### src/rtl/if_queue.sv
// Fetch-side instruction queue: buffers {PC, Instr} beats from the PC register
// and instruction memory ahead of IF/ID, back-pressures fetch when full and
// squashes wrong-path entries on a branch/jump redirect.
//
//   state   | meaning
//   --------+-------------------------------------------------------------
//   RUN     | normal operation; fetch beats enqueue when there is room
//   FLUSH   | Redirect asserted this cycle; queue cleared, beat dropped
//   SQUASH  | sq_cnt != 0; in-flight wrong-path beats are discarded
module if_queue #(
    parameter int DEPTH         = 4,
    parameter int PTR_W         = 2,
    parameter int SQUASH_CYCLES = 1
) (
    input  logic             Clock,
    input  logic             Reset,
    input  logic [31:0]      PC,
    input  logic [31:0]      Instr,
    input  logic             Fetch_Valid,
    input  logic             Redirect,
    output logic             Stall_Fetch,
    output logic             ID_Valid,
    input  logic             ID_Ready,
    output logic [31:0]      ID_PC,
    output logic [31:0]      ID_Instr,
    output logic [PTR_W:0]   Occupancy
);

    typedef enum logic [1:0] {
        ST_RUN,
        ST_FLUSH,
        ST_SQUASH
    } state_t;

    localparam logic [PTR_W:0] FULL_CNT = (PTR_W + 1)'(DEPTH);
    localparam logic [1:0]     SQ_LOAD  = 2'(SQUASH_CYCLES);

    logic [63:0]      mem [DEPTH];
    logic [PTR_W-1:0] wr_ptr;
    logic [PTR_W-1:0] rd_ptr;
    logic [PTR_W:0]   count;
    logic [PTR_W:0]   count_nxt;
    logic [1:0]       sq_cnt;
    logic [1:0]       sq_cnt_nxt;
    state_t           state;
    logic             full;
    logic             enq;
    logic             deq;

    // Output decode straight from the count and head slot; no bypass path.
    assign full        = (count == FULL_CNT);
    assign Stall_Fetch = full;
    assign ID_Valid    = (count != '0) && !Redirect;
    assign ID_PC       = mem[rd_ptr][63:32];
    assign ID_Instr    = mem[rd_ptr][31:0];
    assign Occupancy   = count;

    // State decode, handshakes and next squash/count values.
    // FLUSH is a combinational view of Redirect, so the squash counter is
    // the only stored part of the control state.
    always_comb begin
        state      = ST_RUN;
        sq_cnt_nxt = '0;
        count_nxt  = count;
        if (Redirect) begin
            state = ST_FLUSH;
        end else if (sq_cnt != '0) begin
            state = ST_SQUASH;
        end

        enq = Fetch_Valid && !full && (state == ST_RUN);
        deq = ID_Valid && ID_Ready;

        case (state)
            ST_FLUSH:  sq_cnt_nxt = SQ_LOAD;
            ST_SQUASH: sq_cnt_nxt = sq_cnt - 2'd1;
            default:   sq_cnt_nxt = '0;
        endcase

        case ({enq, deq})
            2'b10:   count_nxt = count + (PTR_W + 1)'(1);
            2'b01:   count_nxt = count - (PTR_W + 1)'(1);
            default: count_nxt = count;
        endcase
    end

    // Pointer, occupancy and squash-counter registers.
    always_ff @(posedge Clock) begin
        if (Reset) begin
            wr_ptr <= '0;
            rd_ptr <= '0;
            count  <= '0;
            sq_cnt <= '0;
        end else begin
            sq_cnt <= sq_cnt_nxt;
            if (state == ST_FLUSH) begin
                wr_ptr <= '0;
                rd_ptr <= '0;
                count  <= '0;
            end else begin
                if (enq) wr_ptr <= wr_ptr + PTR_W'(1);
                if (deq) rd_ptr <= rd_ptr + PTR_W'(1);
                count <= count_nxt;
            end
        end
    end

    // Entry storage; contents survive reset, only the pointers are cleared.
    always_ff @(posedge Clock) begin
        if (!Reset && enq) begin
            mem[wr_ptr] <= {PC, Instr};
        end
    end

    // Occupancy must stay within 0..DEPTH and never dequeue from empty.
    always @(posedge Clock) begin
        if (!Reset) begin
            assert (count <= FULL_CNT)
                else $error("if_queue occupancy overflow: %0d", count);
            assert (!(deq && count == '0))
                else $error("if_queue dequeue while empty");
        end
    end

endmodule

### config.mk
export PLATFORM = sky130hd
export DESIGN_NAME = if_queue
export DESIGN_NICKNAME = d
export VERILOG_FILES = /design/src/rtl/if_queue.sv
export SDC_FILE = /design/constraint.sdc
export NUM_CORES = 1
export LEC_CHECK = 0
export ABC_AREA = 1
export BUFFER_PORTS_ARGS = -buffer_cell sky130_fd_sc_hd__buf_2
export CORE_MARGIN = 1
export CORE_UTILIZATION = 57
export CTS_CLUSTER_DIAMETER = 200
export DETAILED_ROUTE_END_ITERATION = 8
export HOLD_SLACK_MARGIN = 0.06
export PLACE_DENSITY = 0.79
export SLEW_MARGIN = 20
export SYNTH_ARGS = -nofsm -noshare
export SYNTH_HDL_FRONTEND = slang
export SYNTH_SLANG_ARGS = --single-unit
### constraint.sdc
create_clock -name Clock -period 6.4 [get_ports Clock]
set_input_delay 1.28 -clock Clock [delete_from_list [all_inputs] [get_ports Clock]]
set_output_delay 1.28 -clock Clock [all_outputs]
set_load 0.005 [all_outputs]
# --- Word-level counts from Yosys, hierarchy flattened ---
# Memories as Yosys holds them, arrays and structs flattened. A register that Yosys moved wholly into a read port is not among the register bits.
# Cells that the tools add are included.
op_classes:
  add_sub_neg: 5
  n_mul: 0
  div_mod_pow: 0
  n_lt_le_gt_ge: 0
  eq_ne: 5
  shift: 0
  muxes: 8
  bitwise: 0
  reduce_logical: 13
op_table:
  columns: ["op", "n"]
  rows:
  - ["2-to-1 mux 2 bit", 4]
  - ["case mux 3 bit (2 select lines)", 1]
  - ["logical AND 1 bit", 5]
  - ["adder 2 x 1 -> 2 bit, second input constant", 2]
  - ["== test 2 x 1 -> 1 bit, second input constant", 2]
  - ["== test 2 bit, second input constant", 2]
  - ["case mux 2 bit (2 select lines)", 1]
  - ["nonzero test 2 bit", 2]
  - ["adder 3 x 1 -> 3 bit, second input constant", 1]
  - ["== test 3 bit, second input constant", 1]
  - ["logical NOT 1 bit", 3]
  - ["nonzero test 3 bit", 1]
  - ["subtractor 3 x 1 -> 3 bit, second input constant", 1]
  - ["logical NOT 2 bit", 1]
  - ["2-to-1 mux 1 bit", 2]
  - ["OR reduction 2 bit", 1]
  - ["subtractor 2 x 1 -> 2 bit, second input constant", 1]
totals:
  ff_bits: 9
  latch_bits: 0
  ram_bits: 256
  romBits: 0
  inputBits: 69
  out_inout_bits: 69
  wordCells: 36
  n_memories: 1
memory_table:
  columns: ["memory", "depth", "width", "rd", "rd_ports_with_merged_regs", "wr", "line_no", "text"]
  rows:
  - ["mem", 4, 64, 1, 1, 1, "38", "logic [63:0] mem [DEPTH];"]

# --- Logic depth before layout (Yosys ltp) ---
logic_depth:
  depth_word: 8
  mapped_depth: 14

# --- Worst setup path before layout ---
# No wires, ideal clock.
synth_path:
  path_kind: "input to register"
  from: "input port Redirect"
  to: "memory mem[0][0] (enable)"
  setup_ns: 0.486
  arrival_ns: 4.389
  required_time_ns: 5.914
  setup_slack_ns: 1.524
  path_stages: 5
  n_path_buf: 0
  cell_sequence: "inv_1 nand2_1 nor2_1 nand3b_1 nor2_1"
synth_between:
  elab_chain_len: 6
synth_lines:
  columns: ["item", "line_no", "text"]
  rows:
  - ["start, declared", "20", "input logic Redirect,"]
  - ["2-to-1 mux 2 bit", "65", "if (Redirect) begin"]
  - ["logical NOT 2 bit", "71", "enq = Fetch_Valid && !full && (state == ST_RUN);"]
  - ["logical AND 1 bit", "71", null]
  - ["logical AND 1 bit", "110", "if (!Reset && enq) begin"]
  - ["2-to-1 mux 1 bit", "110", null]
  - ["2-to-1 mux 1 bit (implied by the code)", "111", "mem[wr_ptr] <= {PC, Instr};"]
  - ["end, declared", "38", null]
# Every way passes these cells.

==> impl_results.html <==
<table>
<tr><th>Metric</th><th>Value</th></tr>
<tr><th colspan="2">Outcome</th></tr>
<tr><td>Outcome</td><td>completed</td></tr>
<tr><th colspan="2">Clocking</th></tr>
<tr><td>H-Tree Level Count</td><td>1</td></tr>
<tr><td>Source-to-sink clock delay at the later pin of the worst-skew pair</td><td>500 ps</td></tr>
<tr><td>Library cell used as clock root buffer</td><td>clkbuf_16</td></tr>
<tr><td>Hold-fix buffer count after cts</td><td>0</td></tr>
<tr><td>Count of clock tree sinks</td><td>267</td></tr>
<tr><td>Buffers from clock root to sink, at most</td><td>3</td></tr>
<tr><td>CTS clock-pin slew for the worst setup and hold paths</td><td>60 ps</td></tr>
<tr><td>Number of buffers created by CTS</td><td>26</td></tr>
<tr><td># Post-CTS Setup Buffers</td><td>0</td></tr>
<tr><td>Resize count post-CTS</td><td>0</td></tr>
<tr><td>TritonCTS clock tree</td><td>done</td></tr>
<tr><th colspan="2">Routing</th></tr>
<tr><td>Antenna viol nets, final</td><td>0</td></tr>
<tr><td>Number of DRC violations after detailed-routing iteration 0</td><td>555</td></tr>
<tr><td>Avg WL per Cell</td><td>18.5 µm</td></tr>
<tr><td>Total Routed Length</td><td>20,100 µm</td></tr>
<tr><td>Residual DRC</td><td>0</td></tr>
<tr><td>Total number of vias</td><td>6,102</td></tr>
<tr><td>Via density per instance</td><td>5.63</td></tr>
<tr><td>Total iterations of the first detailed-routing run</td><td>5</td></tr>
<tr><th colspan="2">Die</th></tr>
<tr><td>FP Rows</td><td>48</td></tr>
<tr><td>Die X-Extent</td><td>135 µm</td></tr>
<tr><td>Ports placed on the boundary</td><td>138</td></tr>
<tr><td>Area enclosed by the die boundary</td><td>0.0182 mm²</td></tr>
<tr><td>Initial core utilization</td><td>58.3%</td></tr>
<tr><td>Area of the core</td><td>0.0173 mm²</td></tr>
<tr><td>Vertical die dimension</td><td>135 µm</td></tr>
<tr><th colspan="2">GRT</th></tr>
<tr><td>Vias in the first global route</td><td>5,982</td></tr>
<tr><td>Leftover overflow at the end of global routing</td><td>0</td></tr>
<tr><td>Gr usage total</td><td>22.2%</td></tr>
<tr><td>Pin count of the biggest net entering global routing</td><td>69</td></tr>
<tr><td>Antenna violations before repair</td><td>5</td></tr>
<tr><td>Global-route wire length before repair</td><td>31,000 µm</td></tr>
<tr><th colspan="2">Final layout</th></tr>
<tr><td>Area of all sequential standard cells</td><td>0.00791 mm²</td></tr>
<tr><td>Final net count</td><td>913</td></tr>
<tr><td>Commonest non-fill, non-tap cells in the layout</td><td>256 x edfxtp_1, 138 x nor2_1, 137 x buf_2</td></tr>
<tr><td>Multi-input logic area</td><td>0.00184 mm²</td></tr>
<tr><td>Post-layout instance area</td><td>0.0117 mm²</td></tr>
<tr><td>Most common library cell in the layout ignoring fill and taps</td><td>edfxtp_1</td></tr>
<tr><td>Count of filler cells inserted in the layout</td><td>1,207</td></tr>
<tr><td>Final design utilization</td><td>67.5%</td></tr>
<tr><td>Area delta synth-&gt;final</td><td>15.8%</td></tr>
<tr><td>Fraction of final layout cells sized beyond drive strength 1</td><td>22.1%</td></tr>
<tr><th colspan="2">Synth</th></tr>
<tr><td>Synth warnings</td><td>0</td></tr>
<tr><td>Post-synth top area share</td><td>76.2%</td></tr>
<tr><td>Netlist area before placement</td><td>0.0101 mm²</td></tr>
<tr><td>Library cell occupying the most area in the post-synthesis netlist</td><td>edfxtp_1</td></tr>
<tr><td>Number of library cell types mapped by synthesis</td><td>22</td></tr>
<tr><td>Post-Syn Area per Cell</td><td>14.3 µm²</td></tr>
<tr><td>Syn_nets</td><td>781</td></tr>
<tr><td>Top area cells in the synthesized netlist</td><td>edfxtp_1 76%, nor2_1 5.3%, o22ai_1 4.0%</td></tr>
<tr><td>Post-synthesis register bit count</td><td>267</td></tr>
<tr><td>Synthesized instance count</td><td>705</td></tr>
<tr><td>Portion of the post-synthesis area used by sequential elements</td><td>78.4%</td></tr>
<tr><th colspan="2">Min path</th></tr>
<tr><td>Tightest Hold Check Type</td><td>flop to flop</td></tr>
<tr><td>Hold Crit Depth</td><td>2</td></tr>
<tr><td>Hold endpoint</td><td>rd_ptr[0]$_SDFFE_PP0P_</td></tr>
<tr><td>Worst Min Path Start</td><td>rd_ptr[0]$_SDFFE_PP0P_</td></tr>
<tr><th colspan="2">STA</th></tr>
<tr><td>Number of pins exceeding their max-slew limit in the final report</td><td>0</td></tr>
<tr><td>Final period utilization</td><td>68.1%</td></tr>
<tr><td>Relative max-transition margin</td><td>31.5%</td></tr>
<tr><td>Final worst setup slack</td><td>2040 ps</td></tr>
<tr><td>Clock tree skew after final layout</td><td>8.32 ps</td></tr>
<tr><td>Period minus WS final</td><td>4360 ps</td></tr>
<tr><td>Max Clk Rate</td><td>229 MHz</td></tr>
<tr><td>Unrepaired setup endpoints after global routing</td><td>no</td></tr>
<tr><td>Setup_tns</td><td>0 ps</td></tr>
<tr><td>Number of hold violations in the final report</td><td>0</td></tr>
<tr><td>Count of final setup violators</td><td>0</td></tr>
<tr><td>Slew at the pin closest to its max-slew limit</td><td>1030 ps</td></tr>
<tr><th colspan="2">Setup path</th></tr>
<tr><td>Worst R2R End</td><td>mem[3][16]$_DFFE_PP_</td></tr>
<tr><td>Kind of critical path</td><td>flop to primary output</td></tr>
<tr><td>Flop-to-flop setup slack</td><td>3630 ps</td></tr>
<tr><td>Worst Path Arrival</td><td>3080 ps</td></tr>
<tr><td>CP endpoint kind</td><td>primary output</td></tr>
<tr><td>R2R cell count</td><td>7</td></tr>
<tr><td>Critical path startpoint category</td><td>flop</td></tr>
<tr><td>WP data required</td><td>5120 ps</td></tr>
<tr><td>Worst Path Max Fanout</td><td>65</td></tr>
<tr><td>Source of the worst register-to-register timing path</td><td>sq_cnt[0]$_SDFF_PP0_</td></tr>
<tr><th colspan="2">Placed design</th></tr>
<tr><td>Pre-CTS setup slack</td><td>2420 ps</td></tr>
<tr><td>Buffers on Ports</td><td>137</td></tr>
<tr><td>Sum of net half-perimeters after detailed placement</td><td>11,500 µm</td></tr>
<tr><td>Final Wtd Congestion</td><td>0.755</td></tr>
<tr><td>Post-Place Cell Area</td><td>0.0109 mm²</td></tr>
<tr><th colspan="2">Flow run</th></tr>
<tr><td>Number of maximum-capacitance constraint violations</td><td>0</td></tr>
<tr><th colspan="2">Power</th></tr>
<tr><td>Total power divided by cell area</td><td>292 mW/mm²</td></tr>
<tr><td>Worst vdd rail ir drop</td><td>0.000240 V</td></tr>
<tr><td>LEAKAGE</td><td>4.15 nW</td></tr>
</table>
-- per-stage QoR --
stage               hold slack, ps  instances  power (mW)
floorplan                      443        705        2.01
detailed placement             472       1033        2.07
global route                   528       1082        3.50
CTS                            483       1080        3.42
finish                         488       1084        3.41
global placement               459       1033        2.06
-- synth_stat cells, drive strengths merged --
master	count
dfxtp	11
nand4	1
nor4	1
edfxtp	256
o22ai	64
fa	1
inv	24
nand3	3
buf	20
clkbuf	21
nand2	18
o21ai	130
nand3b	1
nor2	142
clkinv	1
a21oi	5
ha	6
-- cell type report --
class | instances | area share [%]
diodes | 3 | 0.0643
clock buffers | 36 | 6.16
clock inverters | 11 | 0.514
inverters | 25 | 0.835
multi-input cells | 372 | 15.7
flip-flops and latches | 267 | 67.7
well taps | 225 | 2.41
repair buffers | 145 | 6.56
-- state kept, by name, indices dropped and copies added, names as in the netlist, named ones only --
signal,count
wr_ptr,2
sq_cnt,2
Occupancy,3
rd_ptr,2
mem,256
-- worst max path at each step --
stage | slack [ps] | start | to
floorplan | 1520 | Redirect | mem[0][0]$_DFFE_PP_
global placement | 2470 | Redirect | mem[2][15]$_DFFE_PP_
detailed placement | 2420 | Redirect | mem[2][23]$_DFFE_PP_
CTS | 2170 | flop | ID_PC[27]
global route | 1840 | flop | ID_Instr[5]
finish | 2040 | flop | ID_PC[27]
-- power by group --
part	switching, mW	internal, mW	leakage [nW]	total, mW
clock network	0.590	0.785	0.378	1.38
logic	0.0607	0.0359	1.38	0.0965
registers	0.00512	1.93	2.40	1.93
-- metal layers --
layer | vias to the layer above | GRT usage, % | part of all wire, %
met5 | - | 0 | 0.13
met4 | 4 | 4.81 | 1.4
met3 | 28 | 4.84 | 7.2
met2 | 202 | 37.1 | 48
met1 | 2981 | 30.2 | 43
li1 | 2887 | - | -
-- cells by family after synthesis --
kind of cell / Yosys count / share of synthesized area, %
fa+ha+maj: 7 / 0.943
buf+inv: 66 / 3.70
simple gates: 166 / 6.30
compound gates: 199 / 10.7
flops: 267 / 78.4
-- worst max-delay path, cell delays in order (launching register included) --
cell	delay [ps]
dfxtp_2	310
buf_4	530
clkinv_2	1000
o21ai_0	440
o22ai_1	120
buf_2	160
(Power assumes the default switching activity.)
